## src/rtl/gpio_in_cond_if.sv

```systemverilog
// Pad-side / GPIO-block-side signal bundle for the input conditioner.
// Latency: n/a (wires only). Backpressure: none, all signals are levels or single-cycle pulses.
// slave = conditioner, master = whatever drives the pads and irq controls.
interface gpio_in_cond_if #(
  parameter int WIDTH = 4
);
  logic [WIDTH-1:0] i_pad;
  logic [WIDTH-1:0] o_gpio_in;
  logic [WIDTH-1:0] o_rise;
  logic [WIDTH-1:0] o_fall;
  logic [WIDTH-1:0] i_irq_en;
  logic [WIDTH-1:0] i_irq_clr;
  logic [WIDTH-1:0] o_irq_pend;
  logic             o_irq;

  modport master (
    output i_pad, i_irq_en, i_irq_clr,
    input  o_gpio_in, o_rise, o_fall, o_irq_pend, o_irq
  );

  modport slave (
    input  i_pad, i_irq_en, i_irq_clr,
    output o_gpio_in, o_rise, o_fall, o_irq_pend, o_irq
  );
endinterface

```

## src/rtl/gpio_in_cond.sv

```systemverilog
// Pad input conditioner: synchroniser + per-bit debounce + rise/fall pulses; edge-irq latch under GPIO_IN_EDGE_IRQ_EN.
// Latency: SYNC_STAGES+DEBOUNCE_CYCLES edges from pad change to o_gpio_in/o_rise/o_fall (pend +1, irq +2).
// Backpressure: none; downstream samples every cycle, pulses are never held.
module gpio_in_cond #(
  parameter int WIDTH           = 4,
  parameter int SYNC_STAGES     = 2,
  parameter int DEBOUNCE_CYCLES = 16
) (
  input  logic          i_wb_clk,
  input  logic          i_wb_rst_n,
  gpio_in_cond_if.slave bus
);

  localparam int CW = (DEBOUNCE_CYCLES > 1) ? $clog2(DEBOUNCE_CYCLES) : 1;
  localparam logic [CW-1:0] CNT_MAX = CW'(DEBOUNCE_CYCLES - 1);

  logic [WIDTH-1:0] sync_r [SYNC_STAGES];
  logic [WIDTH-1:0] s;
  logic [WIDTH-1:0] q_r;
  logic [WIDTH-1:0] rise_r;
  logic [WIDTH-1:0] fall_r;
  logic [CW-1:0]    cnt_r  [WIDTH];

  always_ff @(posedge i_wb_clk or negedge i_wb_rst_n) begin
    if (!i_wb_rst_n) begin
      for (int k = 0; k < SYNC_STAGES; k++) sync_r[k] <= '0;
    end else begin
      sync_r[0] <= bus.i_pad;
      for (int k = 1; k < SYNC_STAGES; k++) sync_r[k] <= sync_r[k-1];
    end
  end

  assign s = sync_r[SYNC_STAGES-1];

  // Accept on the cycle the count has already seen DEBOUNCE_CYCLES-1 mismatches, so the
  // DEBOUNCE_CYCLES-th consecutive mismatching sample commits; the accept also clears cnt.
  always_ff @(posedge i_wb_clk or negedge i_wb_rst_n) begin
    if (!i_wb_rst_n) begin
      q_r    <= '0;
      rise_r <= '0;
      fall_r <= '0;
      for (int i = 0; i < WIDTH; i++) cnt_r[i] <= '0;
    end else begin
      rise_r <= '0;
      fall_r <= '0;
      for (int i = 0; i < WIDTH; i++) begin
        if (s[i] == q_r[i]) begin
          cnt_r[i] <= '0;
        end else if (cnt_r[i] == CNT_MAX) begin
          q_r[i]    <= s[i];
          cnt_r[i]  <= '0;
          rise_r[i] <= s[i];
          fall_r[i] <= ~s[i];
        end else begin
          cnt_r[i] <= cnt_r[i] + CW'(1);
        end
      end
    end
  end

  assign bus.o_gpio_in = q_r;
  assign bus.o_rise    = rise_r;
  assign bus.o_fall    = fall_r;

`ifdef GPIO_IN_EDGE_IRQ_EN
  logic [WIDTH-1:0] pend_r;
  logic             irq_r;

  // A new edge wins over a clear in the same cycle so no event is lost.
  always_ff @(posedge i_wb_clk or negedge i_wb_rst_n) begin
    if (!i_wb_rst_n) begin
      pend_r <= '0;
      irq_r  <= 1'b0;
    end else begin
      pend_r <= (pend_r & ~bus.i_irq_clr) | ((rise_r | fall_r) & bus.i_irq_en);
      irq_r  <= |pend_r;
    end
  end

  assign bus.o_irq_pend = pend_r;
  assign bus.o_irq      = irq_r;
`else
  logic unused_irq_ok;
  assign unused_irq_ok  = &{1'b0, bus.i_irq_en, bus.i_irq_clr};
  assign bus.o_irq_pend = '0;
  assign bus.o_irq      = 1'b0;
`endif

endmodule

```

## src/flat_wrapper.sv

```systemverilog
// flat-port wrapper written by rule: the top's interface ports become plain ports
module gpio_in_cond_flat 
#(
  parameter int WIDTH           = 4,
  parameter int SYNC_STAGES     = 2,
  parameter int DEBOUNCE_CYCLES = 16
)
  (i_wb_clk, i_wb_rst_n, bus_i_pad, bus_i_irq_en, bus_i_irq_clr, bus_o_gpio_in, bus_o_rise, bus_o_fall, bus_o_irq_pend, bus_o_irq);
  gpio_in_cond_if #(.WIDTH(WIDTH)) bus_i ();
  input  logic i_wb_clk;
  input  logic i_wb_rst_n;
  input wire logic [$bits(bus_i.i_pad)-1:0] bus_i_pad;
  input wire logic [$bits(bus_i.i_irq_en)-1:0] bus_i_irq_en;
  input wire logic [$bits(bus_i.i_irq_clr)-1:0] bus_i_irq_clr;
  output wire logic [$bits(bus_i.o_gpio_in)-1:0] bus_o_gpio_in;
  output wire logic [$bits(bus_i.o_rise)-1:0] bus_o_rise;
  output wire logic [$bits(bus_i.o_fall)-1:0] bus_o_fall;
  output wire logic [$bits(bus_i.o_irq_pend)-1:0] bus_o_irq_pend;
  output wire logic [$bits(bus_i.o_irq)-1:0] bus_o_irq;
  assign bus_i.i_pad = bus_i_pad;
  assign bus_i.i_irq_en = bus_i_irq_en;
  assign bus_i.i_irq_clr = bus_i_irq_clr;
  assign bus_o_gpio_in = bus_i.o_gpio_in;
  assign bus_o_rise = bus_i.o_rise;
  assign bus_o_fall = bus_i.o_fall;
  assign bus_o_irq_pend = bus_i.o_irq_pend;
  assign bus_o_irq = bus_i.o_irq;
  gpio_in_cond #(.WIDTH(WIDTH), .SYNC_STAGES(SYNC_STAGES), .DEBOUNCE_CYCLES(DEBOUNCE_CYCLES)) u_core (.i_wb_clk(i_wb_clk), .i_wb_rst_n(i_wb_rst_n), .bus(bus_i));
endmodule
```

## config.mk

```make
export PLATFORM = sky130hd
export DESIGN_NAME = gpio_in_cond_flat
export DESIGN_NICKNAME = d
export VERILOG_FILES = /design/src/rtl/gpio_in_cond_if.sv /design/src/rtl/gpio_in_cond.sv /design/src/flat_wrapper.sv
export SDC_FILE = /design/constraint.sdc
export NUM_CORES = 1
export LEC_CHECK = 0
export ABC_AREA = 1
export BUFFER_PORTS_ARGS = -buffer_cell sky130_fd_sc_hd__clkbuf_2
export CORE_AREA = 2 2 72 74
export CTS_CLUSTER_SIZE = 25
export DETAILED_ROUTE_END_ITERATION = 8
export DIE_AREA = 0 0 74 76
export MAX_ROUTING_LAYER = met4
export PLACE_DENSITY = 0.53
export SETUP_SLACK_MARGIN = 0.1
export SLEW_MARGIN = 20
export SYNTH_ARGS = -nofsm -noshare
export SYNTH_HDL_FRONTEND = slang
export SYNTH_SLANG_ARGS = --single-unit
export TNS_END_PERCENT = 5
```

## constraint.sdc

```tcl
create_clock -name i_wb_clk -period 2.9 [get_ports i_wb_clk]
set_input_delay 0 -clock i_wb_clk [delete_from_list [all_inputs] [get_ports i_wb_clk]]
set_output_delay 0 -clock i_wb_clk [all_outputs]
set_load 0.01 [all_outputs]
```

==> flow_summary.yaml, run 1 <==
setup_path:
  kind_of_launch_point_of_the_worst_setup_path: "flop"
  critical_path.endpoint_type: "flop"
  crit_required_ps: 3120
  worstReg2RegEnd: "u_core.cnt_r[0]$_DFF_PN0_"
  crit_buf_inv: 0
  crit-reg2reg-launch: "u_core.cnt_r[0]$_DFF_PN0_"
  crit_path_max_incr_delay_ps: 410
  cp_top_family: "flip-flops"
  cp_data_arrival_time_ps: 1250
  cp_cell_sequence: "ha_1, nand3_2, nand2_1, nor2_1"
  r2r_setup_slack_ps: 1870
  path_class: "flop to flop"
  worst_setup_path_startpoint: "u_core.cnt_r[0]$_DFF_PN0_"
  cp_max_fo: 5
  reg2reg_depth: 4
  critPathSlowestCell: "dfrtp_1"
cts:
  holdBufCountCts: 5
  worst_skew_pair.late_latency_ps: 290
  cts_setup_buffers: 0
  cts_root_buf: "clkbuf_8"
  tritoncts.num_buffers: 5
  clkTransAtPathRegs_ps: 70
  ctsLongestPathBuffers: 2
  post_cts.resized_instances: 0
  cts_tree: "yes"
  cts.sinks: 36
  clock_tree.htree_level_count: 2
cells_and_area:
  final_area_sq_mm: 0.00170
  mostFrequentLayoutCell: "dfrtp_1"
  n_antenna_cell: 0
  syn2layout_area_growth_pct: 20.7
  most-common-layout-cells: "dfrtp_1, nand2_1, nor2_1"
  n_fill_cell: 490
  drive_gt1_share_pct: 16.8
  num-nets-final: 184
sta:
  tightest_slew_ps: 852
  setup_tns_ps: 0
  hold_viol: 0
  timing.slew.headroom_pct: 43.2
  min_period_over_period_pct: 35.5
  post_layout_min_period_ps: 1030
  fin_clk_skew_ps: 6.97
  report.final.slew_viol_count: 0
  rsz_0062_raised_after_global_routing: "false"
  final-setup-viol-count: 0
  fmaxAchievable_mhz: 971
power_and_ir_drop:
  max-vdd-ir-drop_mv: 0.150
  power.static_leakage_uw: 0.000868
  power.density_cell_area_mw_per_mm2: 560
placement:
  numPortBuffers: 17
  hpwl_mm: 1.37
  placed_cell_area_sq_mm: 0.00156
  gp_congestion: 0.739
route:
  drt-initial-drc-count: 64
  vias_per_cell: 3.85
  post_drt_wl_per_cell_um: 8.29
  route.vias.total: 912
  firstDrtPassIters: 3
  drt-total-wl_mm: 1.96
  detail-route-antenna-nets: 0
  post_route_drc_violation_count: 0
synth:
  synthesis.area_sq_mm: 0.00141
  yosys_warnings: 0
  synthDistinctLibCells: 13
  synth-seq-cells: 36
  post_synth_inst_count: 138
  postSynthAreaPerCell_sq_um: 10.2
  yosysSeqAreaShare_pct: 64.1
floorplan:
  ios: 31
  die-area_sq_mm: 0.00562
  core_area_sq_mm: 0.00491
  num_rows: 26
  chipHeight_um: 76
  fp.dieW_um: 74
  start_util_pct: 28.6
global_route:
  grt_remaining_overflow: 0
  antenna_found_initial: 0
  global_route.usage.total_pct: 9.02
  grt_pass1_wl_mm: 3.62
  grt_pass1_vias: 853
  maximum_number_of_pins_on_one_net_before_global_route_repair: 37
run_status:
  status: "completed"
min_path:
  hp-class: "input port to async pin"
flow_run:
  max-cap-violations: 0
==> worst max-delay path by stage <==
stage                                      endpoint  slack [ps]  cells after the start
after floorplan           u_core.cnt_r[3]$_DFF_PN0_        1940                      4
after global placement    u_core.cnt_r[3]$_DFF_PN0_        1880                      4
after detailed placement  u_core.cnt_r[3]$_DFF_PN0_        1870                      4
after CTS                 u_core.cnt_r[0]$_DFF_PN0_        1860                      4
after global routing          u_core.s[1]$_DFF_PN0_        1760                      2
final                     u_core.cnt_r[0]$_DFF_PN0_        1870                      4
==> Yosys cell counts <==
| cell | number | share of area (%) |
|---|---|---|
| nand4_1 | 4 | 1.8 |
| nand2_1 | 28 | 7.5 |
| inv_1 | 20 | 5.3 |
| ha_1 | 4 | 3.6 |
| xnor2_1 | 4 | 2.5 |
| nor2_1 | 23 | 6.1 |
| nand3_1 | 4 | 1.4 |
| conb_1 | 1 | 0.27 |
| nor2_2 | 1 | 0.45 |
| dfrtp_1 | 36 | 64 |
| o21ai_1 | 4 | 1.4 |
| buf_4 | 5 | 2.7 |
| nand3_2 | 4 | 2.8 |
==> cells by family after synthesis <==
| family | share of synthesized area [%] |
|---|---|
| other | 0.267 |
| buffers and inverters | 8.01 |
| adder cells (fa/ha/maj) | 3.56 |
| XOR/XNOR | 2.49 |
| flip-flops | 64.1 |
| AND/OR/NAND/NOR | 20.1 |
| AO/OA/AOI/OAI | 1.42 |
==> worst register-to-register path: cells and delay by family, from the launching register on <==
kind                     cells  cell delay [ps]
flip-flops                   1              410
adder cells (fa/ha/maj)      1              240
AND/OR/NAND/NOR              3              320
==> report_power, final <==
group | total [uW] | switching [uW] | internal [uW] | leakage [uW]
sequential | 537 | 15.1 | 521 | 0.000474
clock | 359 | 165 | 194 | 0.0000455
combinational | 54.7 | 32.5 | 22.2 | 0.000348
==> through the flow <==
step                total power [uW]  setup WS (ps)  hold slack (ps)  util, %  cells
finish                           950           1870              348     34.5    237
floorplan                        581           1940             -296        -    142
detailed placement               597           1870              111     31.7    224
global placement                 597           1880              109     31.7    224
global route                    1000           1760              344     34.5    237
CTS                              967           1860              346     34.5    237
==> cell type report <==
cell class	instances	area (sq um)	share of cell area [%]
flip-flops and latches	36	901	53.1
multi-input cells	81	407	24.0
repair buffers	22	135	7.97
clock buffers	8	90.1	5.31
well taps	70	87.6	5.17
inverters	20	75.1	4.43
==> layer usage <==
metal	routed length, um	global-route usage (%)	share of wire, %
met5	0	-	0
met4	88	7.09	4.5
met3	98	3.97	5.0
met2	857	12.2	44
met1	919	10.1	47
==> sequential cells by signal, indices dropped and copies added (netlist names) <==
register and cells:
u_core.s 4, u_core.sync_r 4, u_core.bus.o_fall 4, u_core.bus.o_gpio_in 4
u_core.bus.o_rise 4, u_core.cnt_r 16
No activity file was read; power rests on OpenSTA's default activity.
==> run 2, diff against run 1 <==
Clock period 2.9 ns to 1 ns, I/O delays scaled along.
==> flow_summary.yaml, run 2 (synthesis gave the netlist of run 1 again) <==
run_status:
  status: "completed"
sta:
  fin_clk_skew_ps: 3.04
  hold_viol: 0
  fmaxAchievable_mhz: 1050
  final-setup-viol-count: 0
  final.setup.worst_slack_ps: 49.2
  post_layout_min_period_ps: 951
  setup_tns_ps: 0
  rsz_0062_raised_after_global_routing: "true"
  min_period_over_period_pct: 95.1
  report.final.slew_viol_count: 0
cells_and_area:
  drive_gt1_share_pct: 27.6
  n_fill_cell: 493
  most-common-layout-cells: "dfrtp_1, nand2_1, inv_1, nor2_1, clkbuf_2"
  n_antenna_cell: 0
  mostFrequentLayoutCell: "dfrtp_1"
  largest_reg_flops: 16
  syn2layout_area_growth_pct: 31.4
  instances_no_fill: 244
  max_flop_register: "u_core.cnt_r"
  finalCoreUtilization_pct: 37.6
  num-nets-final: 192
power_and_ir_drop:
  power.density_cell_area_mw_per_mm2: 1560
  power.static_leakage_uw: 0.000910
  max-vdd-ir-drop_mv: 0.500
  p_total_uw: 2890
flow_run:
  max-cap-violations: 0
route:
  vias_per_cell: 3.99
  drt-initial-drc-count: 52
  post_drt_wl_per_cell_um: 8.88
  route.vias.total: 973
  detail-route-antenna-nets: 0
  drt-total-wl_mm: 2.17
  post_route_drc_violation_count: 0
  firstDrtPassIters: 4
cts:
  cts_root_buf: "clkbuf_8"
  clkTransAtPathRegs_ps: 60
  cts.sinks: 36
  ctsLongestPathBuffers: 2
  tritoncts.num_buffers: 5
  clock_tree.htree_level_count: 2
  worst_skew_pair.late_latency_ps: 280
  cts_tree: "yes"
setup_path:
  crit_path_max_incr_delay_ps: 400
  critical_path.endpoint_type: "flop"
  cp_cell_sequence: "ha_2, xnor2_1, nor2_1"
  critPathSlowestCell: "dfrtp_1"
  crit_required_ps: 1170
  cp_data_arrival_time_ps: 1120
  cp_max_fo: 3
  path_class: "flop to flop"
  kind_of_launch_point_of_the_worst_setup_path: "flop"
global_route:
  grt_remaining_overflow: 0
  global_route.usage.total_pct: 9.02
  grt_pass1_vias: 896
  maximum_number_of_pins_on_one_net_before_global_route_repair: 37
  grt_pass1_wl_mm: 3.77
  antenna_found_initial: 0
floorplan:
  core_area_sq_mm: 0.00491
  die-area_sq_mm: 0.00562
  fp.dieW_um: 74
  chipHeight_um: 76
  num_rows: 26
  start_util_pct: 28.6
  ios: 31
placement:
  hpwl_mm: 1.37
  numPortBuffers: 17
  place_inst: 230
  pre_cts_slack_ps: 36.0
  gp_congestion: 0.761
min_path:
  hp-class: "input port to async pin"
run 2: cell types whose count changed in the layout (fill, tap and decap cells not counted), sizes merged:
cell | before | now
clkbuf | 25 | 24
buf | 0 | 8
run 2: what timing repair did:
item | in CTS | in global routing
resized for setup | 3 | 11
setup buffers | 2 | 0
endpoints found under the hold margin | 40 | 0
endpoints found under the setup margin | 16 | 28
pin swaps | 1 | 4
cloned | 0 | 0
hold buffers | 5 | 0
run 2: metal layers:
layer	vias to the layer above	wire, um	track usage [%]
met2	21	1100	13.7
met1	461	924	10.3
li1	486	-	-
met5	-	0	-
met3	5	71	2.38
met4	0	70	6.00
run 2: layout make-up:
class / instances / area [sq um] / share of cell area [%]
sequential: 36 / 901 / 48.8
multi-input combinational: 81 / 479 / 25.9
timing repair buffer: 30 / 208 / 11.2
clock buffer: 7 / 96.3 / 5.22
tap: 70 / 87.6 / 4.74
inverter: 20 / 75.1 / 4.07
run 2: path summary, 6_finish.rpt:
check,startpoint,to,slack (ps),cells past startpoint
max,u_core.cnt_r[5]$_DFF_PN0_,u_core.cnt_r[6]$_DFF_PN0_,50,3
min,i_wb_rst_n,u_core.s[2]$_DFF_PN0_,220,3
max reg2reg,u_core.cnt_r[5]$_DFF_PN0_,u_core.cnt_r[6]$_DFF_PN0_,50,3
min reg2reg,u_core.sync_r[7]$_DFF_PN0_,u_core.s[3]$_DFF_PN0_,350,0
max in group asynchronous,i_wb_rst_n,u_core.cnt_r[6]$_DFF_PN0_,600,3
min in group i_wb_clk,u_core.sync_r[7]$_DFF_PN0_,u_core.s[3]$_DFF_PN0_,350,0
run 2: per-stage QoR:
step | hold WS, ps | instance area, sq um
global route | 261 | 1850
detailed placement | -17.9 | 1620
CTS | 223 | 1790
global placement | -18.5 | 1620
floorplan | -296 | 1430
finish | 219 | 1850
run 2: power breakdown:
group	internal [uW]	switching [uW]	leakage, uW
sequential	1510	45.9	0.000474
combinational	111	119	0.000386
clock	614	487	0.0000503
run 2: worst max-delay path: cells and delay by family, from the launching register on:
kind	cells	cell delay [ps]
flip-flops	1	400
AND/OR/NAND/NOR	1	60
adder cells (fa/ha/maj)	1	220
XOR/XNOR	1	160
